### src/rtl/huffman_dc_dec.sv
// Bit-serial JPEG DC Huffman decoder: size-category code, then magnitude bits, then one signed DC difference.
// Latency: the result is registered on the edge that accepts the last bit of a symbol and is visible the next cycle.
// Backpressure: while a symbol waits for dc_ready, bit_ready is low and no stream bits are consumed.
//
// Ports:
//   clk, rst_n            rising-edge clock, asynchronous active-low reset
//   is_luminance          table select (1 = luma, 0 = chroma), latched with the first code bit
//   bit_valid/bit_in/bit_ready   one-bit stream input, MSB-first, valid/ready
//   dc_valid/dc_ready     result handshake
//   dc_size, dc_value, dc_err    size category, signed 12-bit difference, invalid-code flag

module huffman_dc_dec (
    input  logic        clk,
    input  logic        rst_n,
    input  logic        is_luminance,
    input  logic        bit_valid,
    input  logic        bit_in,
    output logic        bit_ready,
    output logic        dc_valid,
    input  logic        dc_ready,
    output logic [3:0]  dc_size,
    output logic [11:0] dc_value,
    output logic        dc_err
);

    typedef enum logic [1:0] {
        ST_CODE = 2'd0,
        ST_MAG  = 2'd1,
        ST_OUT  = 2'd2
    } state_t;

    state_t      state;
    logic [10:0] code_q;
    logic [3:0]  len_q;
    logic        luma_q;
    logic [3:0]  mag_cnt_q;
    logic [3:0]  mag_size_q;
    logic [10:0] raw_q;

    // Handshake outputs are pure decodes of the registered state.
    assign bit_ready = (state != ST_OUT);
    assign dc_valid  = (state == ST_OUT);

    logic accept;
    assign accept = bit_valid && bit_ready;

    // ------------------------------------------------------------------
    // Code lookup on the register contents as they will be after this bit
    // ------------------------------------------------------------------
    logic [10:0] code_nxt;
    logic [3:0]  len_nxt;
    logic        tbl_luma;
    logic [10:0] unary_pat;
    logic        hit;
    logic [3:0]  hit_size;
    logic        bad;

    assign code_nxt = {code_q[9:0], bit_in};
    assign len_nxt  = len_q + 4'd1;
    // The first bit of a symbol uses the live select; later bits use the latched one.
    assign tbl_luma = (len_q == 4'd0) ? is_luminance : luma_q;
    // (len-1) ones followed by a zero: the shape of every long code in both tables.
    // At length 11 the shift wraps to zero and the subtraction still yields 11111111110.
    assign unary_pat = (11'd1 << len_nxt) - 11'd2;

    always_comb begin
        hit      = 1'b0;
        hit_size = 4'd0;
        bad      = 1'b0;
        if (tbl_luma) begin
            if (len_nxt == 4'd2) begin
                if (code_nxt[1:0] == 2'b00) begin
                    hit      = 1'b1;
                    hit_size = 4'd0;
                end
            end else if (len_nxt == 4'd3) begin
                case (code_nxt[2:0])
                    3'b010: begin hit = 1'b1; hit_size = 4'd1; end
                    3'b011: begin hit = 1'b1; hit_size = 4'd2; end
                    3'b100: begin hit = 1'b1; hit_size = 4'd3; end
                    3'b101: begin hit = 1'b1; hit_size = 4'd4; end
                    3'b110: begin hit = 1'b1; hit_size = 4'd5; end
                    default: hit = 1'b0;
                endcase
            end else if (len_nxt >= 4'd4 && len_nxt <= 4'd9 && code_nxt == unary_pat) begin
                hit      = 1'b1;
                hit_size = len_nxt + 4'd2;
            end
            bad = !hit && (len_nxt >= 4'd9);
        end else begin
            if (len_nxt == 4'd2) begin
                hit      = 1'b1;
                case (code_nxt[1:0])
                    2'b00:   hit_size = 4'd0;
                    2'b01:   hit_size = 4'd1;
                    2'b10:   hit_size = 4'd2;
                    default: hit      = 1'b0;
                endcase
            end else if (len_nxt >= 4'd3 && len_nxt <= 4'd11 && code_nxt == unary_pat) begin
                hit      = 1'b1;
                hit_size = len_nxt;
            end
            bad = !hit && (len_nxt >= 4'd11);
        end
        // A set top bit means the register outran every legal code; treat as invalid.
        if (code_q[10]) begin
            hit = 1'b0;
            bad = 1'b1;
        end
    end

    // ------------------------------------------------------------------
    // Magnitude reconstruction
    // ------------------------------------------------------------------
    logic [10:0] raw_nxt;
    logic        raw_msb;
    logic [11:0] raw_ext;
    logic [11:0] neg_offs;
    logic [11:0] mag_val;

    assign raw_nxt  = {raw_q[9:0], bit_in};
    // Leading magnitude bit sits at position size-1; size is never 0 in MAG.
    assign raw_msb  = |(raw_nxt & (11'd1 << (mag_size_q - 4'd1)));
    assign raw_ext  = {1'b0, raw_nxt};
    assign neg_offs = (12'd1 << mag_size_q) - 12'd1;
    // Leading 0 means a negative value: raw - (2^size - 1), wrapping into 12-bit two's complement.
    assign mag_val  = raw_msb ? raw_ext : (raw_ext - neg_offs);

    // ------------------------------------------------------------------
    // State machine and output registers
    // ------------------------------------------------------------------
    always_ff @(posedge clk or negedge rst_n) begin
        if (!rst_n) begin
            state      <= ST_CODE;
            code_q     <= 11'd0;
            len_q      <= 4'd0;
            luma_q     <= 1'b0;
            mag_cnt_q  <= 4'd0;
            mag_size_q <= 4'd0;
            raw_q      <= 11'd0;
            dc_size    <= 4'd0;
            dc_value   <= 12'd0;
            dc_err     <= 1'b0;
        end else begin
            case (state)
                ST_CODE: begin
                    if (accept) begin
                        code_q <= code_nxt;
                        len_q  <= len_nxt;
                        if (len_q == 4'd0) begin
                            luma_q <= is_luminance;
                        end
                        if (hit) begin
                            if (hit_size == 4'd0) begin
                                dc_size  <= 4'd0;
                                dc_value <= 12'd0;
                                dc_err   <= 1'b0;
                                state    <= ST_OUT;
                            end else begin
                                mag_cnt_q  <= hit_size;
                                mag_size_q <= hit_size;
                                raw_q      <= 11'd0;
                                state      <= ST_MAG;
                            end
                        end else if (bad) begin
                            dc_size  <= 4'd0;
                            dc_value <= 12'd0;
                            dc_err   <= 1'b1;
                            state    <= ST_OUT;
                        end
                    end
                end
                ST_MAG: begin
                    if (accept) begin
                        raw_q     <= raw_nxt;
                        mag_cnt_q <= mag_cnt_q - 4'd1;
                        if (mag_cnt_q == 4'd1) begin
                            dc_size  <= mag_size_q;
                            dc_value <= mag_val;
                            dc_err   <= 1'b0;
                            state    <= ST_OUT;
                        end
                    end
                end
                ST_OUT: begin
                    if (dc_ready) begin
                        code_q <= 11'd0;
                        len_q  <= 4'd0;
                        state  <= ST_CODE;
                    end
                end
                default: begin
                    code_q <= 11'd0;
                    len_q  <= 4'd0;
                    state  <= ST_CODE;
                end
            endcase
        end
    end

endmodule

### config.mk
export PLATFORM = sky130hd
export DESIGN_NAME = huffman_dc_dec
export DESIGN_NICKNAME = d
export VERILOG_FILES = /design/src/rtl/huffman_dc_dec.sv
export SDC_FILE = /design/constraint.sdc
export NUM_CORES = 1
export LEC_CHECK = 0
export BUFFER_PORTS_ARGS = -buffer_cell sky130_fd_sc_hd__buf_2
export CAP_MARGIN = 20
export CORE_MARGIN = 2
export CORE_UTILIZATION = 30
export DETAILED_ROUTE_END_ITERATION = 8
export PLACE_DENSITY = 0.52
export SYNTH_ARGS = -nofsm -noshare
export SYNTH_HDL_FRONTEND = slang
export SYNTH_SLANG_ARGS = --single-unit
### constraint.sdc
create_clock -name clk -period 8.3 [get_ports clk]
set_input_delay 0.83 -clock clk [delete_from_list [all_inputs] [get_ports clk]]
set_output_delay 0.83 -clock clk [all_outputs]
set_load 0.02 [all_outputs]
Word-level counts from Yosys, hierarchy flattened
Index checks and enable logic that the tools add are counted.

storage, ports and cells
  register bits = 53
  bits of input ports = 6
  output and inout bits = 19
  word-level logic and storage cells = 143

operators by class
  add/sub/neg operators = 7
  magnitude comparators = 6
  equal/unequal tests = 22
  shift-type cells = 3
  muxes and demuxes = 69
  bitwise operators = 3
  reduce and logical (&&, ||, !) cells = 23

operators by type and width
  operator               count
  $mux 12                7
  $mux 4                 18
  $mux 10                4
  $pmux 11 s3            1
  $pmux 12 s2            1
  $mux 11                2
  $shl 1x4->11 const A   2
  $mux 1                 21
  $pmux 10 s2            1
  $pmux 4 s2             2
  $pmux 3 s5             1
  $mux 2                 7
  $ne 2x2->1 const B     6
  $pmux 4 s3             1
  $shl 1x4->12 const A   1
  $sub 11x12->12         1
  $sub 12x1->12 const B  1
  $and 11x11->11         1
  $eq 11x11->1           1
  $reduce_or 11->1       1
  $sub 11x2->11 const B  1
  $reduce_and 5->1       2
  $eq 3x3->1 const B     3
  $eq 4x2->1 const B     2
  other kinds (28)       45

Depth between registers and ports, before layout
Gate-level depths: netlist of run 1.

  depth after elaboration = 17
  gate-level depth with buffers = 18
  gate-level depth less buffers = 17

Least setup slack after synthesis of run 1
Ideal clock, no wire load.

  path kind = reg2reg
  start = register len_q[0]
  end = register dc_value[0]
  library setup time = 132 ps
  arrival = 3751 ps
  required time = 8168 ps
  slack = 4418 ps
  cell stages (with the launch flop) = 18
  path buffers = 3
  clock period less this slack = 3882 ps
  path through = dfrtp_1 > ha_1 > xnor2_2 > and3_1 > clkbuf_1 > inv_1 > ha_1 > nor4b_1 > xnor2_1 > a211oi_1 > xnor2_1 > nand4_4 > o31ai_4 > nand2_1 > a221o_1 > buf_6 > buf_6 > o2bb2ai_1

between the ends
  longest elaborated chain between the ends = 15
  elaborated cells between the ends (all ways) = 47
  classes of those cells = 3 x add/sub; 6 x order compare; 5 x eq/ne; 1 x shift; 21 x mux; 11 x reduce/logical

RTL lines
  what                        RTL line  text
  from (decl)                 34        logic [3:0] len_q;
  from (signal assigned)      149       len_q <= len_nxt;
  $add 4x1->4                 59        assign len_nxt = len_q + 4'd1;
  $shl 1x4->11                64        assign unary_pat = (11'd1 << len_nxt) - 11'd2;
  $sub 11x2->11               64
  $eq 11x11->1                85, 99
  $logic_and 1x1->1           85        end else if (len_nxt >= 4'd4 && len_nxt <= 4'd9 && code_nxt == unary_pat) begin
  $mux 1                      85
  $mux 1                      76        end else if (len_nxt == 4'd3) begin
  $mux 1                      71        if (len_nxt == 4'd2) begin
  $mux 1                      70        if (tbl_luma) begin
  $logic_not 1->1             89        bad = !hit && (len_nxt >= 4'd9);
  $logic_and 1x1->1           89
  $mux 1                      70
  $mux 1                      106       if (code_q[10]) begin
  $ne 3x3->1 (no line)        -
  $reduce_and 6->1 (no line)  -
  to (signal assigned)        179       dc_value <= mag_val;
  to (decl)                   22        output logic [11:0] dc_value,

Several ways; a longest one is shown, not always the timed one. The select of a mux whose other input is x is not followed.
A chain may end at the register's enable or synchronous reset.

Final worst setup path of run 1
  start = register len_q[0]
  end = register state[1]

between the ends
  longest elaborated chain between the ends = 15
  elaborated cells between the ends (all ways) = 47
  classes of those cells = 3 x add/sub; 6 x order compare; 4 x eq/ne; 1 x shift; 22 x mux; 11 x reduce/logical

RTL lines
  what                        RTL line  text
  $add 4x1->4                 59
  $shl 1x4->11                64
  $sub 11x2->11               64
  $eq 11x11->1                85, 99
  $logic_and 1x1->1           85
  $mux 1                      85
  $mux 1                      76
  $mux 1                      71
  $mux 1                      70
  $logic_not 1->1             89
  $logic_and 1x1->1           89
  $mux 1                      70
  $mux 1                      106
  $ne 3x3->1 (no line)        -
  $reduce_and 5->1 (no line)  -
  to (signal assigned)        134       state <= ST_CODE;
  to (signal assigned)        158       state <= ST_OUT;
  to (signal assigned)        163       state <= ST_MAG;
  to (decl)                   32        state_t state;

Several ways; a longest one is shown, not always the timed one. The select of a mux whose other input is x is not followed.

==> flow_summary_export.csv, run 1 <==
group,metric,value,unit
timing,finalMaxSlewViolations,0,
drt,drt-initial-drc-count,271,
die,num_rows,42,
clocking,cts_hold_buf,0,
global_routing,antenna_found_initial,0,
timing,maxSlewHeadroom,26.1,%
power_and_ir_drop,p_leak,0.00207,µW
critical_path,required,8.42,ns
die,io_pins,25,
critical_path,cp_max_fo,18,
critical_path,crit_path_end_kind,"flop",
yosys,synth_area_leaders,"dfrtp_1 33%, ha_1 9.5%, a22o_1 5.4%",
finish,layout-drive-gt1-share,11.3,%
critical_path,path_class,"flop to flop",
timing,setup_tns,0,ns
die,die-area,14500,µm²
timing,fin_crit,4.92,ns
drt,wl,10400,µm
finish,final_util,34.0,%
drt,vias,3359,
yosys,ys_ff_latch,53,
clocking,cts_setup_buffers,0,
yosys,netlist_top_cells_count,"53 x dfrtp_1, 38 x nand2_1, 31 x ha_1, 30 x nor2_1, 25 x a22o_1",
critical_path,start_kind,"flop",
global_routing,grt_overflow,0,
yosys,synthSimpleGateAreaFrac,16.3,%
timing,period_share,59.2,%
timing,setup_viol,0,
yosys,syn_area_per_cell,9.12,µm²
timing,tightest_slew,1.10,ns
clocking,clk-insertion-delay-late,0.30,ns
yosys,yosysSeqAreaShare,32.6,%
power_and_ir_drop,ir_drop,0.000123,V
job,max_cap_viol_count,0,
timing,worst_clock_skew,0.00819,ns
yosys,synthMuxAreaShare,5.66,%
yosys,syn_inst,446,
finish,final_nets,497,
drt,viasPerCell,5.28,
clocking,clk_path_buf_depth,2,
die,die_h,120,µm
timing,holdWs,0.487,ns
placement,placed_area,4330,µm²
global_routing,grt_max_degree,54,
placement,place.gp.congestion,0.863,
yosys,synth-xor-area-share,6.40,%
critical_path,cp.arrival,5.04,ns
clocking,post_cts_resized,0,
clocking,cts_tree,"yes",
clocking,path_clk_slew,0.07,ns
die,core,13200,µm²
placement,dpl.hpwl,7460,µm
clocking,cts.sinks,53,
global_routing,grt_pass1_vias,3349,
power_and_ir_drop,power_density,420,nW/µm²
die,start_util,30.7,%
drt,drc,0,
yosys,async_flop_share,100,%
timing,max_freq,203,MHz
die,die_w,120,µm
yosys,netlist_area,4070,µm²
drt,post_drt_wl_per_cell,16.3,µm
global_routing,grt_pass1_wl,17500,µm
placement,port_buffers,24,
yosys,synth.distinct_cells,59,
timing,hold_violations,0,
yosys,ys_warn_count,0,
finish,syn2layout_area_growth,10.7,%
finish,final_area,4500,µm²
yosys,synth_top_family_by_area,"compound AO/OA/AOI/OAI gates",
yosys,synth_flop_cell,"dfrtp_1",
drt,firstDrtPassIters,5,
run_status,status,"complete, no violations",
finish,fillCellCount,1373,
yosys,synth_compound_area_share,24.4,%
yosys,synth_top_area_share,32.6,%
clocking,h-tree-depth,2,
worst_hold_path,hold_path_class,"flop to flop",
finish,diodes,0,
yosys,synth-edff-count,0,
timing,rsz0062_at_grt,"no",
global_routing,grt.total_usage,15.1,%
drt,antenna_left,0,
clocking,cts_made_buffers,5,
clocking,root_buffer,"clkbuf_16",
yosys,syn-num-nets,484,
yosys,synth_most_common_cell,"dfrtp_1",
yosys,synthAdderAreaFrac,10.0,%
yosys,yosysTopAreaCell,"dfrtp_1",
==> power by group <==
group / internal, µW / switching (µW) / leakage (µW) / total, µW
clock: 143 / 99.5 / 0.0000810 / 243
sequential: 327 / 108 / 0.000721 / 435
combinational: 504 / 710 / 0.00127 / 1210
==> layer usage <==
layer | GRT usage [%] | share of wire (%) | vias to the layer above
met4 | 4.58 | 1.6 | 0
met3 | 2.22 | 3.7 | 11
met2 | 23.8 | 45 | 55
met1 | 21.4 | 50 | 1638
met5 | 0 | 0 | -
li1 | - | - | 1655
==> cell families after synthesis <==
| family | Yosys count |
|---|---|
| AND/OR/NAND/NOR | 134 |
| AO/OA/AOI/OAI | 132 |
| flip-flops | 53 |
| buffers and inverters | 45 |
| adder cells (fa/ha/maj) | 32 |
| XOR/XNOR | 28 |
| multiplexers | 22 |
==> layout make-up <==
type                    count  area (µm²)  area share [%]
clock buffers               6         129            2.86
inverters                  24        91.3            2.03
well taps                 176         220            4.89
multi-input cells         348        2550            56.7
flip-flops and latches     53        1330            29.5
clock inverters             2        38.8           0.862
repair buffers             27         143            3.17
==> critical path, cell delays in order, from the launching register on <==
cell and delay, ns:
dfrtp_1 0.48, ha_1 0.43, xnor2_2 0.42, and3_1 0.39, inv_1 0.09, ha_1 0.23, nor4b_1 0.16, xnor2_1 0.15
a211oi_1 0.34, xnor2_1 0.21, nand4_4 0.22, o32ai_1 0.39, and2_1 0.31, a221o_1 0.70, o21ai_0 0.21
==> registers in the layout, indices dropped and copies added, names as in the netlist <==
signal	flops
mag_size_q	4
state	2
mag_cnt_q	4
dc_size	4
raw_q	10
dc_err	1
luma_q	1
code_q	11
len_q	4
dc_value	12
==> path summary, 6_finish.rpt <==
| check | start | endpoint | slack, ns | cells after the start |
|---|---|---|---|---|
| setup / recovery | len_q[0] | state[1] | 3.38 | 14 |
| hold / removal | dc_value[4] | dc_value[4] | 0.49 | 1 |
| setup reg to reg | len_q[0] | state[1] | 3.38 | 14 |
| hold reg to reg | dc_value[4] | dc_value[4] | 0.49 | 1 |
| max in group asynchronous | rst_n | code_q[1] | 7.17 | 2 |
| min in group asynchronous | rst_n | dc_value[7] | 0.66 | 2 |
==> through the flow <==
stage	worst slack, ns	total power (µW)	instances
after global routing	2.91	2070	636
after detailed placement	3.45	1640	628
after floorplan	4.42	1390	446
final	3.38	1890	636
after CTS	3.41	1900	636
after global placement	3.69	1640	627
==> cell usage in the layout, fill, tap and decap left out, types with 3 or more instances in the layout <==
cell type  count
o21bai_1       5
ha_1          31
a31oi_1        6
nand2_1       38
a211o_1        3
inv_1         23
nand2b_1       5
mux2i_1       14
buf_4          3
nand3_1       20
nor3b_1        4
a211oi_1       5
nand3b_1       4
and3_1         4
buf_2         24
nor3_1         8
or3_1          4
a21o_1         6
nor2b_1        9
o21ai_0       22
a21oi_1       21
xnor2_1       18
nor2_1        30
clkbuf_16      5
dfrtp_1       53
mux2_2         8
a32oi_1        3
o2bb2ai_1     12
a22o_1        25
xor2_1         8
Note: power is estimated with default switching activity, not from simulation.
==> run 2: changes to the inputs <==
--- a/config.mk
+++ b/config.mk
@@ -5,6 +5,7 @@
 export SDC_FILE = /design/constraint.sdc
 export NUM_CORES = 1
 export LEC_CHECK = 0
+export ABC_AREA = 1
 export BUFFER_PORTS_ARGS = -buffer_cell sky130_fd_sc_hd__buf_2
 export CAP_MARGIN = 20
 export CORE_MARGIN = 2
==> constraint.sdc (replaced) <==
create_clock -name clk -period 5 [get_ports clk]
set_input_delay 0.5 -clock clk [delete_from_list [all_inputs] [get_ports clk]]
set_output_delay 0.5 -clock clk [all_outputs]
set_load 0.02 [all_outputs]
==> flow_summary_export.csv, run 2 <==
group,metric,value,unit
yosys,synth.distinct_cells,38,
drt,wl_met2,4800,µm
die,io_pins,25,
critical_path,cp.arrival,4.43,ns
critical_path,crit_path_end_kind,"flop",
timing,setup_viol,0,
timing,fin_crit,4.24,ns
clocking,cts_tree,"yes",
finish,top_register,"dc_value",
global_routing,grt_pass1_wl,18500,µm
clocking,clk_path_buf_depth,2,
yosys,synth_most_common_cell,"nand2_1",
die,start_util,30.7,%
finish,layout_common_cells,"190 x nand2_1, 78 x inv_1, 59 x nand3_1, 53 x dfrtp_1, 52 x nor2_1",
yosys,synth-edff-count,0,
clocking,cts_made_buffers,5,
drt,antenna_left,0,
drt,drc,0,
timing,max_freq,236,MHz
yosys,synth_flop_cell,"dfrtp_1",
clocking,clk-insertion-delay-late,0.31,ns
critical_path,path_class,"flop to flop",
finish,layout-drive-gt1-share,8.49,%
timing,worst_clock_skew,0.00673,ns
clocking,root_buffer,"clkbuf_16",
drt,post_drt_wl_per_cell,13.2,µm
critical_path,timing.rr.start,"len_q[0]",
finish,fillCellCount,1485,
critical_path,cp_max_fo,17,
finish,diodes,0,
yosys,async_flop_share,100,%
drt,firstDrtPassIters,5,
power_and_ir_drop,power_density,574,nW/µm²
yosys,syn_inst,631,
critical_path,crit_start,"len_q[0]",
job,max_cap_viol_count,0,
worst_hold_path,hold_path_class,"input port to async pin",
timing,tightest_slew,0.685,ns
yosys,synth_top_area_share,31.0,%
critical_path,required,5.19,ns
global_routing,grt_overflow,0,
yosys,yosysSeqAreaShare,31.0,%
die,die_w,124,µm
global_routing,grt_pass1_vias,3756,
timing,maxSlewHeadroom,54.3,%
yosys,syn_area_per_cell,6.79,µm²
placement,port_buffers,24,
timing,period_share,84.8,%
die,die_h,124,µm
die,num_rows,43,
timing,rsz0062_at_grt,"no",
power_and_ir_drop,ir_drop,0.000169,V
clocking,h-tree-depth,2,
timing,hold_violations,0,
finish,mostFrequentLayoutCell,"nand2_1",
drt,vias,4112,
finish,largest_reg_flops,12,
yosys,ys_ff_latch,53,
drt,met1_length,5400,µm
global_routing,grt_max_degree,54,
placement,dpl.hpwl,8470,µm
clocking,cts_hold_buf,0,
critical_path,start_kind,"flop",
clocking,path_clk_slew,0.08,ns
die,die-area,15300,µm²
finish,final_area,4700,µm²
finish,reg_top3,"dc_value x12, code_q x11, raw_q x10",
timing,setup_tns,0,ns
drt,drt-initial-drc-count,359,
drt,wl,11000,µm
yosys,yosysTopAreaCell,"dfrtp_1",
timing,finalMaxSlewViolations,0,
yosys,netlist_top_cells_count,"190 x nand2_1, 78 x inv_1, 59 x nand3_1, 53 x dfrtp_1, 52 x nor2_1",
drt,met3_length,578,µm
clocking,cts.sinks,53,
drt,topRoutingLayerUsed,"met4",
global_routing,antenna_found_initial,0,
finish,syn2layout_area_growth,9.61,%
yosys,syn-num-nets,669,
placement,place.gp.congestion,0.855,
yosys,synth_area_leaders,"dfrtp_1 31%, nand2_1 17%, ha_1 9.1%",
placement,placed_area,4550,µm²
run_status,status,"complete, no violations",
power_and_ir_drop,p_leak,0.00241,µW
clocking,cts_setup_buffers,0,
drt,viasPerCell,4.97,
yosys,ys_warn_count,0,
global_routing,grt.total_usage,15.3,%
yosys,netlist_area,4280,µm²
clocking,post_cts_resized,0,
finish,final_nets,685,
die,core,13900,µm²
run 2: layer usage:
layer,GRT usage (%),up-vias
met5,0,-
met4,4.62,0
met3,2.63,14
met2,23.8,106
met1,21.6,1876
li1,-,2116
run 2: cells by family after synthesis:
| logic type | Yosys count | share of synthesized area [%] |
|---|---|---|
| flip-flops | 53 | 31.0 |
| XOR/XNOR | 13 | 2.66 |
| buffers and inverters | 100 | 9.70 |
| AND/OR/NAND/NOR | 359 | 37.2 |
| AO/OA/AOI/OAI | 74 | 9.96 |
| adder cells (fa/ha/maj) | 32 | 9.52 |
run 2: area by class of cell:
| type | instances | area (µm²) | area share (%) |
|---|---|---|---|
| multi-input cells | 478 | 2550 | 54.2 |
| flip-flops and latches | 53 | 1330 | 28.2 |
| inverters | 82 | 308 | 6.55 |
| well taps | 180 | 225 | 4.80 |
| repair buffers | 27 | 143 | 3.04 |
| clock buffers | 5 | 125 | 2.66 |
| clock inverters | 3 | 21.3 | 0.453 |
run 2: power by group:
part	switching (µW)	internal, µW	total, µW
registers	106	504	611
logic	1180	542	1720
clock network	174	187	361
total	1460	1230	2690
run 2: worst max-delay path, cell delays in order (launching register included):
cell      delay, ns
dfrtp_1        0.51
ha_1           0.29
inv_1          0.08
nand2_1        0.08
nand2_1        0.28
nor2_1         0.26
nand2_1        0.20
ha_1           0.36
xnor2_1        0.14
a21oi_1        0.12
nand2_1        0.06
nor2_1         0.11
nand2_1        0.06
nor2_1         0.13
nand3_1        0.13
nor2_4         0.18
nand3_1        0.12
a21oi_1        0.15
nand2_1        0.12
nand3b_1       0.13
nand2_1        0.07
inv_2          0.22
nand2_4        0.17
nand2_1        0.09
nand2_1        0.05
run 2: metrics by stage:
step           std cells  total power, µW  hold slack [ns]  worst slack, ns  util, %
4_1_cts              828             2690            0.354            0.776     33.7
3_3_place_gp         820             2320            0.451            0.968     32.6
2_1_floorplan        631             1970            0.204             1.67        -
6_report             828             2690            0.284            0.760     33.7
3_5_place_dp         820             2320            0.453            0.799     32.6
5_1_grt              828             2990            0.389            0.166     33.7
run 2: worst paths after layout:
kind,end,depth (start not counted),slack (ns)
setup reg to reg,dc_value[0],24,0.76
hold / removal,code_q[8],2,0.28
max in group asynchronous,dc_err,2,4.22
hold reg to reg,dc_value[1],2,0.47
setup / recovery,dc_value[0],24,0.76
min in group clk,dc_value[1],2,0.47
